<file path="config.mk">
export PLATFORM = sky130hd
export DESIGN_NAME = fetch_buffer_flat
export DESIGN_NICKNAME = d
export VERILOG_FILES = /design/src/rtl/fetch_buffer_if.sv /design/src/rtl/fetch_buffer.sv /design/src/flat_wrapper.sv
export SDC_FILE = /design/constraint.sdc
export NUM_CORES = 1
export LEC_CHECK = 0
export CAP_MARGIN = 0
export CORE_MARGIN = 8
export CORE_UTILIZATION = 45
export DETAILED_ROUTE_END_ITERATION = 8
export HOLD_SLACK_MARGIN = 0.03
export PLACE_DENSITY = 0.73
export SLEW_MARGIN = 20
export SYNTH_ARGS = -nofsm -noshare
export SYNTH_HDL_FRONTEND = slang
export SYNTH_SLANG_ARGS = --single-unit
</file>
<file path="constraint.sdc">
create_clock -name clk -period 4.4 [get_ports clk]
set_input_delay 0.66 -clock clk [delete_from_list [all_inputs] [get_ports clk]]
set_output_delay 0.66 -clock clk [all_outputs]
set_load 0.01 [all_outputs]
</file>
<file path="src/rtl/fetch_buffer_if.sv">
// Fetch buffer bus bundle.
// Carries the instruction-memory request/response channel, the redirect
// input and the instruction queue output toward the fetch stage.
//   master : the fetch buffer (drives imem requests and queue output)
//   slave  : the environment (instruction memory, branch unit, fetch stage)
interface fetch_buffer_if;
  logic        imem_req_valid;
  logic [31:0] imem_req_addr;
  logic        imem_req_ready;
  logic        imem_rsp_valid;
  logic [31:0] imem_rsp_data;
  logic        redirect_valid;
  logic [31:0] redirect_pc;
  logic        out_valid;
  logic [31:0] out_instr;
  logic [31:0] out_pc;
  logic        out_ready;

  modport master (
    output imem_req_valid, imem_req_addr, out_valid, out_instr, out_pc,
    input  imem_req_ready, imem_rsp_valid, imem_rsp_data,
           redirect_valid, redirect_pc, out_ready
  );

  modport slave (
    input  imem_req_valid, imem_req_addr, out_valid, out_instr, out_pc,
    output imem_req_ready, imem_rsp_valid, imem_rsp_data,
           redirect_valid, redirect_pc, out_ready
  );
endinterface

</file>
<file path="src/rtl/fetch_buffer.sv">
// Instruction fetch buffer.
// Issues sequential word fetches to instruction memory, tags in-order
// responses with their PC and queues them in a DEPTH-entry first-word
// fall-through FIFO. Requests are credit-limited so that queued plus
// in-flight words never exceed DEPTH. A redirect flushes the queue,
// restarts fetching at the new PC and discards responses to requests
// that were already in flight.
// Ports:
//   clk  - clock, all state on rising edge
//   rst  - asynchronous active-high reset
//   bus  - fetch_buffer_if.master: imem_req_*, imem_rsp_*, redirect_*, out_*
module fetch_buffer #(
  parameter int          DEPTH    = 4,
  parameter logic [31:0] RESET_PC = 32'h0000_0000
) (
  input logic            clk,
  input logic            rst,
  fetch_buffer_if.master bus
);

  localparam int PW = $clog2(DEPTH);
  localparam int CW = PW + 1;
  localparam logic [CW-1:0] CNT_ONE   = CW'(1);
  localparam logic [CW-1:0] DEPTH_CNT = CW'(DEPTH);
  localparam logic [PW-1:0] PTR_ONE   = PW'(1);

  logic [31:0]   fetch_pc_q, fetch_pc_d;
  logic [31:0]   rsp_pc_q,   rsp_pc_d;
  logic [PW-1:0] wr_ptr_q,   wr_ptr_d;
  logic [PW-1:0] rd_ptr_q,   rd_ptr_d;
  logic [CW-1:0] occ_q,      occ_d;
  logic [CW-1:0] infl_q,     infl_d;
  logic [CW-1:0] disc_q,     disc_d;

  // Queue storage holds {pc, instr}; it is never read while empty, so it
  // carries no reset.
  logic [63:0]   mem_q [DEPTH];

  logic [CW:0]   credit_sum;
  logic          req_valid_w, out_valid_w;
  logic          req_fire, rsp_fire, push, pop;
  logic [31:0]   redirect_aligned;

  always_comb begin
    credit_sum       = {1'b0, occ_q} + {1'b0, infl_q};
    redirect_aligned = bus.redirect_pc & ~32'h3;
    // In-flight requests hold a queue slot, so the queue can never overflow.
    req_valid_w      = !rst && !bus.redirect_valid && (credit_sum < {1'b0, DEPTH_CNT});
    out_valid_w      = !rst && !bus.redirect_valid && (occ_q != '0);
    req_fire         = req_valid_w && bus.imem_req_ready;
    rsp_fire         = bus.imem_rsp_valid && !rst;
    pop              = out_valid_w && bus.out_ready;
    push             = rsp_fire && !bus.redirect_valid && (disc_q == '0);

    bus.imem_req_valid = req_valid_w;
    bus.imem_req_addr  = fetch_pc_q;
    bus.out_valid      = out_valid_w;
    bus.out_pc         = out_valid_w ? mem_q[rd_ptr_q][63:32] : '0;
    bus.out_instr      = out_valid_w ? mem_q[rd_ptr_q][31:0]  : '0;
  end

  always_comb begin
    fetch_pc_d = fetch_pc_q;
    rsp_pc_d   = rsp_pc_q;
    wr_ptr_d   = wr_ptr_q;
    rd_ptr_d   = rd_ptr_q;
    occ_d      = occ_q;
    infl_d     = infl_q;
    disc_d     = disc_q;

    if (req_fire) fetch_pc_d = fetch_pc_q + 32'd4;

    case ({req_fire, rsp_fire})
      2'b10:   infl_d = infl_q + CNT_ONE;
      2'b01:   infl_d = infl_q - CNT_ONE;
      default: infl_d = infl_q;
    endcase

    if (bus.redirect_valid) begin
      fetch_pc_d = redirect_aligned;
      rsp_pc_d   = redirect_aligned;
      wr_ptr_d   = '0;
      rd_ptr_d   = '0;
      occ_d      = '0;
      // Every request still outstanding after this cycle belongs to the
      // old stream and must be thrown away.
      disc_d     = infl_d;
    end else begin
      if (rsp_fire && (disc_q != '0)) disc_d = disc_q - CNT_ONE;
      if (push) begin
        wr_ptr_d = wr_ptr_q + PTR_ONE;
        rsp_pc_d = rsp_pc_q + 32'd4;
      end
      if (pop) rd_ptr_d = rd_ptr_q + PTR_ONE;
      case ({push, pop})
        2'b10:   occ_d = occ_q + CNT_ONE;
        2'b01:   occ_d = occ_q - CNT_ONE;
        default: occ_d = occ_q;
      endcase
    end
  end

  always_ff @(posedge clk or posedge rst) begin
    if (rst) begin
      fetch_pc_q <= RESET_PC;
      rsp_pc_q   <= RESET_PC;
      wr_ptr_q   <= '0;
      rd_ptr_q   <= '0;
      occ_q      <= '0;
      infl_q     <= '0;
      disc_q     <= '0;
    end else begin
      fetch_pc_q <= fetch_pc_d;
      rsp_pc_q   <= rsp_pc_d;
      wr_ptr_q   <= wr_ptr_d;
      rd_ptr_q   <= rd_ptr_d;
      occ_q      <= occ_d;
      infl_q     <= infl_d;
      disc_q     <= disc_d;
    end
  end

  always_ff @(posedge clk) begin
    if (push) mem_q[wr_ptr_q] <= {rsp_pc_q, bus.imem_rsp_data};
  end

endmodule
</file>
<file path="src/flat_wrapper.sv">
// flat-port wrapper written by rule: the top's interface ports become plain ports
module fetch_buffer_flat 
#(
  parameter int          DEPTH    = 4,
  parameter logic [31:0] RESET_PC = 32'h0000_0000
)
  (clk, rst, bus_imem_req_valid, bus_imem_req_addr, bus_out_valid, bus_out_instr, bus_out_pc, bus_imem_req_ready, bus_imem_rsp_valid, bus_imem_rsp_data, bus_redirect_valid, bus_redirect_pc, bus_out_ready);
  fetch_buffer_if bus_i ();
  input logic clk;
  input logic rst;
  output wire logic [$bits(bus_i.imem_req_valid)-1:0] bus_imem_req_valid;
  output wire logic [$bits(bus_i.imem_req_addr)-1:0] bus_imem_req_addr;
  output wire logic [$bits(bus_i.out_valid)-1:0] bus_out_valid;
  output wire logic [$bits(bus_i.out_instr)-1:0] bus_out_instr;
  output wire logic [$bits(bus_i.out_pc)-1:0] bus_out_pc;
  input wire logic [$bits(bus_i.imem_req_ready)-1:0] bus_imem_req_ready;
  input wire logic [$bits(bus_i.imem_rsp_valid)-1:0] bus_imem_rsp_valid;
  input wire logic [$bits(bus_i.imem_rsp_data)-1:0] bus_imem_rsp_data;
  input wire logic [$bits(bus_i.redirect_valid)-1:0] bus_redirect_valid;
  input wire logic [$bits(bus_i.redirect_pc)-1:0] bus_redirect_pc;
  input wire logic [$bits(bus_i.out_ready)-1:0] bus_out_ready;
  assign bus_imem_req_valid = bus_i.imem_req_valid;
  assign bus_imem_req_addr = bus_i.imem_req_addr;
  assign bus_out_valid = bus_i.out_valid;
  assign bus_out_instr = bus_i.out_instr;
  assign bus_out_pc = bus_i.out_pc;
  assign bus_i.imem_req_ready = bus_imem_req_ready;
  assign bus_i.imem_rsp_valid = bus_imem_rsp_valid;
  assign bus_i.imem_rsp_data = bus_imem_rsp_data;
  assign bus_i.redirect_valid = bus_redirect_valid;
  assign bus_i.redirect_pc = bus_redirect_pc;
  assign bus_i.out_ready = bus_out_ready;
  fetch_buffer #(.DEPTH(DEPTH), .RESET_PC(RESET_PC)) u_core (.clk(clk), .rst(rst), .bus(bus_i));
endmodule
</file>
==> impl_results.md, run 1 <==
- Total grt overflow: 0
- Cell breakdown of the critical path: clkdlybuf4s50_1 -> nor2_1 -> o31a_2 -> buf_12 -> and2_1 -> clkdlybuf4s50_1
- FFs w/ async S/R, synth: roughly 23%
- Total power: 7.05 mW
- Mapped cell area: roughly 14000 um^2
- Clock skew: 0.0203 ns
- Leak: roughly 5.7 nW
- Sequential cell area fraction in the yosys report: 68.4%
- Syn Inst Count: 854
- ANT nets after route: 0
- Syn Area/Cell: ~16 um^2
- Total global-route track usage: 16.3%
- Largest net degree at the start of global routing: slightly below 70
- Max FO, Critical Path: 34
- Non-filler cells, final: 1441
- GP Congestion: 0.856
- Peak supply drop: 214 uV
- Initial antenna violation count: 0
- Switch Pwr: roughly 1.6 mW
- Ant diodes: 0
- Setup tns final: 0 ns
- Die height: roughly 190 um
- Final hold vios: 0
- Fin nets: 1109
- Unrepaired setup endpoints after global routing: no
- Fin crit share: 84.1%
- Arr. time, crit path: between 3 and 4 ns
- Number of global-route vias before repair: slightly above 8k
- Pre-CTS setup slack: approximately 0.66 ns
- Die area: approximately 36000 um^2
- Number of synthesized register bits: 321
- Avg Vias per Cell: between 5 and 6
- Placed cells: 1379
- Vias: 7949
- Combinational power share: 8.9%
- Row cnt: 63
- DRT Pass-1 Iters: 5
- IO Count: 168
- Fillcell total: 2364
- CTS H-tree lvls: 2
- Internal power: 5.46 mW
- DRC: 0
- Clk_lat worst skew: 0.50 ns
- Worst slew pin tran: 0.976 ns
- Minimum clock period: 3.70 ns
- Post-cts sizing count: 0
- TritonCTS Sinks: 321
- Starting density of the core: between 40% and 50%
- Post-DP HPWL: roughly 19 mm
- CTS tree: done
- Drt wl/cell: 20.2 um
- Setup violations, final: 0
- Relative slew slack: about a third
- HP Class: reg2reg
- Post-CTS Setup Inserts: 0
- Core area: 29600 um^2
- F_max: 270 MHz
- Hold_buf cts: 0
- Fin. max-slew vios: 0
- Layout cell share with drive strength beyond 1: 14.5%
- Synth cell types: 54
- CTS max path bufs: 3
- First-pass GRT wire length: approximately 47 mm
- Area delta synth->final: 23.9%
- PortBufs: 161
- CTS Buf Count: 35
- Worst-path clk slew: 0.06 ns
- Most frequent CP cell: clkdlybuf4s50_1
- Max_cap viols: 0
- YS warnings: 0
- Worst setup EP type: primary output
- Clock root cell: clkbuf_16
- Iteration-0 DRC Markers: ~500
- Max stage delay on crit path: 0.68 ns
- Crit path launch type: input pin
- Outcome: finished clean
- Slowest CP cell: o31a_2
- Ys flop type: edfxtp_1
- Clk pwr share: 40.7%
- Sequential power share: 50.4%
- Data required, critical path: approximately 3.7 ns
- Final setup margin: 0.701 ns
- Pwr dens: 419 nW/um^2
- Final wirelength: 29.1 mm
- Switching portion of total power: 22.6%
- Die Wd: between 150 and 200 um
- Worst Setup Path Type: in2out
- Post-synth EDFFs: about 250
cell usage in the layout (no fill, tap or decap), types with 24 or more instances in the layout:
cell,instances
edfxtp_1,248
clkdlybuf4s50_1,160
dfrtp_1,71
and2_1,65
mux4_2,62
nand2_1,54
nand3_1,38
o21ai_0,35
clkbuf_16,35
xor2_1,26
nand4_1,24
routing by layer:
layer / up-vias / track usage (%) / share of wire (%)
li1: 3626 / - / -
met1: 4009 / 22.6 / 45
met2: 273 / 25.9 / 47
met3: 41 / 3.99 / 6.7
met4: 0 / 3.82 / 1.8
met5: - / 0 / 0
cell type report:
type                    count  area [um^2]  area share, %
multi-input cells         475         4050           24.1
clock inverters            15          188           1.12
flip-flops and latches    321         9280           55.2
inverters                  16         60.1          0.357
well taps                 390          488           2.90
clock buffers              47          931           5.54
repair buffers            177         1810           10.8
synthesized netlist by cell type, types with 3 or more instances:
master | count | area, um^2
xor2_1 | 26 | 228
and4_1 | 7 | 61.3
ha_1 | 11 | 138
nand2b_1 | 3 | 18.8
a31oi_1 | 4 | 25.0
and3_1 | 15 | 93.8
nand2_1 | 54 | 203
mux2i_1 | 5 | 50.1
nand4_1 | 24 | 150
o211ai_1 | 17 | 128
mux2_2 | 6 | 67.6
nand3_1 | 38 | 190
and2_1 | 65 | 407
o311ai_0 | 4 | 35.0
nor2_1 | 21 | 78.8
o21ai_1 | 5 | 25.0
or3_1 | 7 | 43.8
buf_4 | 7 | 52.6
dfrtp_1 | 73 | 1830
mux4_2 | 62 | 1400
xnor2_1 | 15 | 131
clkbuf_1 | 24 | 90.1
nor3_1 | 8 | 40.0
nor2_2 | 3 | 18.8
buf_2 | 12 | 60.1
a21oi_1 | 11 | 55.1
edfxtp_1 | 248 | 7450
inv_1 | 15 | 56.3
o21ai_0 | 35 | 175
through the flow:
step                hold WS [ns]  area (um^2)  utilization (%)
global placement           0.490        15700             52.9
detailed placement         0.495        15700             52.9
floorplan                  0.464        13600                -
finish                     0.514        16800             56.7
CTS                        0.508        16800             56.7
global route               0.528        16800             56.7
critical path, delay by kind of cell:
family / cells / cell delay (ns)
compound gates: 1 / 0.68
buf+inv: 3 / 1.22
simple gates: 2 / 0.45
state kept, by name, indices dropped and copies added (netlist names):
| register | count |
|---|---|
| u_core.mem_q | 248 |
| u_core.bus.imem_req_addr | 30 |
| u_core.rsp_pc_q | 30 |
| u_core.disc_q | 3 |
| u_core.infl_q | 3 |
| u_core.occ_q | 3 |
| u_core.rd_ptr_q | 2 |
| u_core.wr_ptr_q | 2 |
power by group through the flow:
| stage | registers, mW | clock network (mW) | logic, mW |
|---|---|---|---|
| floorplan | 3.59 | 0 | 0.346 |
| global placement | 3.60 | 0 | 0.623 |
| detailed placement | 3.61 | 0 | 0.632 |
| CTS | 3.55 | 2.93 | 0.638 |
| global route | 3.57 | 3.05 | 0.698 |
| finish | 3.55 | 2.87 | 0.625 |
logic make-up (layout without fill, tap and decap cells):
group                    after synthesis  in the layout  synth area share [%]
adder cells (fa/ha/maj)               13             13                  1.31
other                                  1              4                0.0276
flip-flops                           321            321                  68.4
multiplexers                          73             73                  11.2
buffers and inverters                 61            255                  2.05
XOR/XNOR                              41             41                  2.65
AND/OR/NAND/NOR                      258            258                  10.5
AO/OA/AOI/OAI                         86             86                  3.92
path summary, 6_finish.rpt:
| kind | slack, ns | start | to | cells after the start |
|---|---|---|---|---|
| max | 0.70 | rst | bus_out_instr[22] | 6 |
| min | 0.51 | u_core.infl_q[2]$_DFF_PP0_ | u_core.infl_q[2]$_DFF_PP0_ | 1 |
| max reg2reg | 1.90 | u_core.disc_q[0]$_DFFE_PP0P_ | u_core.rsp_pc_q[31]$_DFFE_PP0N_ | 7 |
| min reg2reg | 0.51 | u_core.infl_q[2]$_DFF_PP0_ | u_core.infl_q[2]$_DFF_PP0_ | 1 |
| max in group asynchronous | 2.84 | rst | u_core.rsp_pc_q[15]$_DFFE_PP0N_ | 3 |
| min in group asynchronous | 0.77 | rst | u_core.disc_q[1]$_DFFE_PP0P_ | 2 |
(Power assumes the default switching activity.)
==> run 2: changes to the inputs <==
PLACE_DENSITY = 0.75   (was 0.73)
clock period = 3.36 ns   (was 4.4 ns; I/O delays follow)
==> run 2 against run 1 <==
  * Flip-flop and latch count did not move
  * Sequential power increased by 31%
  * Count of clock-buffer cells in the layout shrank 13
  * Critical path depth fell by 2
  * Hold slack lost 0.020 ns
  * Critical path type is now reg2out
  * Register-to-register slack lost 1.0 ns
  * First-iteration DRC count fell by 22%
  * Largest power group unchanged
==> impl_results.md, run 2 (synthesized netlist as in run 1, its figures left out) <==
- Outcome: finished clean
- Clk_lat worst skew: 0.55 ns
- Worst slew pin tran: 0.821 ns
- Pwr dens: around 530 nW/um^2
- Worst setup EP type: primary output
- CTS H-tree lvls: 1
- Max reg flops: roughly 250
- Commonest non-fill, non-tap cell in the layout: edfxtp_1
- Minimum clock period: roughly 3.2 ns
- Setup violations, final: 0
- DRC: 0
- Row cnt: 63
- Peak supply drop: 364 uV
- Initial antenna violation count: 0
- Cell breakdown of the critical path: buf_12 -> mux4_2 -> and2_1 -> clkdlybuf4s50_1
- Final hold vios: 0
- Worst Setup Path Type: reg2out
- Fin nets: 1110
- Pre-CTS setup slack: around 0.4 ns
- Drt wl/cell: 20.0 um
- Clock root cell: clkbuf_16
- Post-CTS Setup Inserts: 0
- Starting density of the core: 45.8%
- TritonCTS Sinks: approximately 320
- CTS max path bufs: 3
- Final wirelength: 28.9 mm
- Die Wd: 190 um
- Total power: 8.86 mW
- CTS tree: done
- Setup tns final: 0 ns
- Most flop-heavy register: u_core.mem_q
- CTS Buf Count: 31
- Layout cell share with drive strength beyond 1: 14.7%
- Total grt overflow: 0
- Non-filler cells, final: roughly 1.4k
- ANT nets after route: 0
- Fillcell total: 2383
- Core area: 29600 um^2
- Avg Vias per Cell: 5.55
- Post-DP HPWL: 18.6 mm
- Placed cells: 1384
- Max stage delay on crit path: 0.64 ns
- Final setup margin: around 0.17 ns
- Max FO, Critical Path: 20
- Post-cts sizing count: 0
- CP Buf/Inv Count: 2
- Max_cap viols: 0
- F_max: 314 MHz
- Final core occ: 56.6%
- Clock skew: 0.0174 ns
- Leak: approximately 5.7 nW
- Crit path launch type: register
- Relative slew slack: 45.1%
- Arr. time, crit path: 2.68 ns
- Fin crit share: 94.8%
- PortBufs: 161
- HP Class: in2async
- Die height: approximately 190 um
- Iteration-0 DRC Markers: 391
- Largest net degree at the start of global routing: roughly 70
- First-pass GRT wire length: roughly 46 mm
- Unrepaired setup endpoints after global routing: no
- Hold_buf cts: 0
- DRT Pass-1 Iters: 5
- Vias: 7999
- Worst-path clk slew: 0.06 ns
- Slowest CP cell: dfrtp_4
- Highest-count cells in the layout ignoring fill and taps: 248 x edfxtp_1, 160 x clkdlybuf4s50_1, 71 x dfrtp_1, 65 x and2_1, 62 x mux4_2
- Fin. max-slew vios: 0
- Data required, critical path: around 2.9 ns
- Number of global-route vias before repair: approximately 8.4k
- IO Count: 168
- Total global-route track usage: 16.1%
- Die area: 36000 um^2
- Ant diodes: 0
- Family with the most delay on the worst path: buffers and inverters
- GP Congestion: 0.839
- Area delta synth->final: 23.6%
run 2: cell count changes in the layout (fill, tap and decap cells not counted):
cell,previous run,this run
and3_2,0,3
and3_4,4,1
buf_12,7,12
clkbuf_1,11,3
clkbuf_16,35,31
clkbuf_8,1,0
clkinv_1,4,9
clkinv_2,2,8
clkinvlp_4,3,1
inv_2,2,1
inv_8,1,0
run 2: power by group:
group          internal [mW]  switching [mW]  leakage (nW)
Clock                   1.98            1.39         0.488
Combinational          0.422           0.405          2.05
Sequential              4.47           0.189          3.12
run 2: routing by layer:
layer	global-route usage (%)	vias to the layer above	routed length (um)
met4	3.67	0	458
li1	-	3631	-
met1	22.2	4039	12700
met5	0	-	0
met2	26.2	285	13600
met3	3.35	44	2100
run 2: through the flow:
stage,area (um^2),hold slack (ns)
3_5_place_dp,15800,0.497
6_report,16800,0.494
4_1_cts,16800,0.508
5_1_grt,16800,0.521
3_3_place_gp,15800,0.487
2_1_floorplan,13600,0.464
run 2: cell type report:
| type | instances | area, um^2 | share of cell area, % |
|---|---|---|---|
| clock inverter | 22 | 205 | 1.22 |
| inverter | 16 | 61.3 | 0.366 |
| sequential | 321 | 9280 | 55.3 |
| multi-input combinational | 475 | 4040 | 24.1 |
| tap | 390 | 488 | 2.91 |
| clock buffer | 34 | 787 | 4.69 |
| timing repair buffer | 182 | 1910 | 11.4 |
run 2: worst paths after layout:
path / startpoint / endpoint / slack (ns) / cells after the start
max: u_core.rd_ptr_q[0]$_DFFE_PP0P_ / bus_out_pc[24] / 0.17 / 4
min: rst / u_core.infl_q[1]$_DFF_PP0_ / 0.49 / 2
max reg2reg: u_core.occ_q[1]$_DFFE_PP0P_ / u_core.disc_q[2]$_DFFE_PP0P_ / 0.88 / 12
min reg2reg: u_core.infl_q[2]$_DFF_PP0_ / u_core.infl_q[2]$_DFF_PP0_ / 0.50 / 1
max in group asynchronous: rst / u_core.bus.imem_req_addr[16]$_DFFE_PP0N_ / 2.23 / 3
min in group clk: u_core.infl_q[2]$_DFF_PP0_ / u_core.infl_q[2]$_DFF_PP0_ / 0.50 / 1
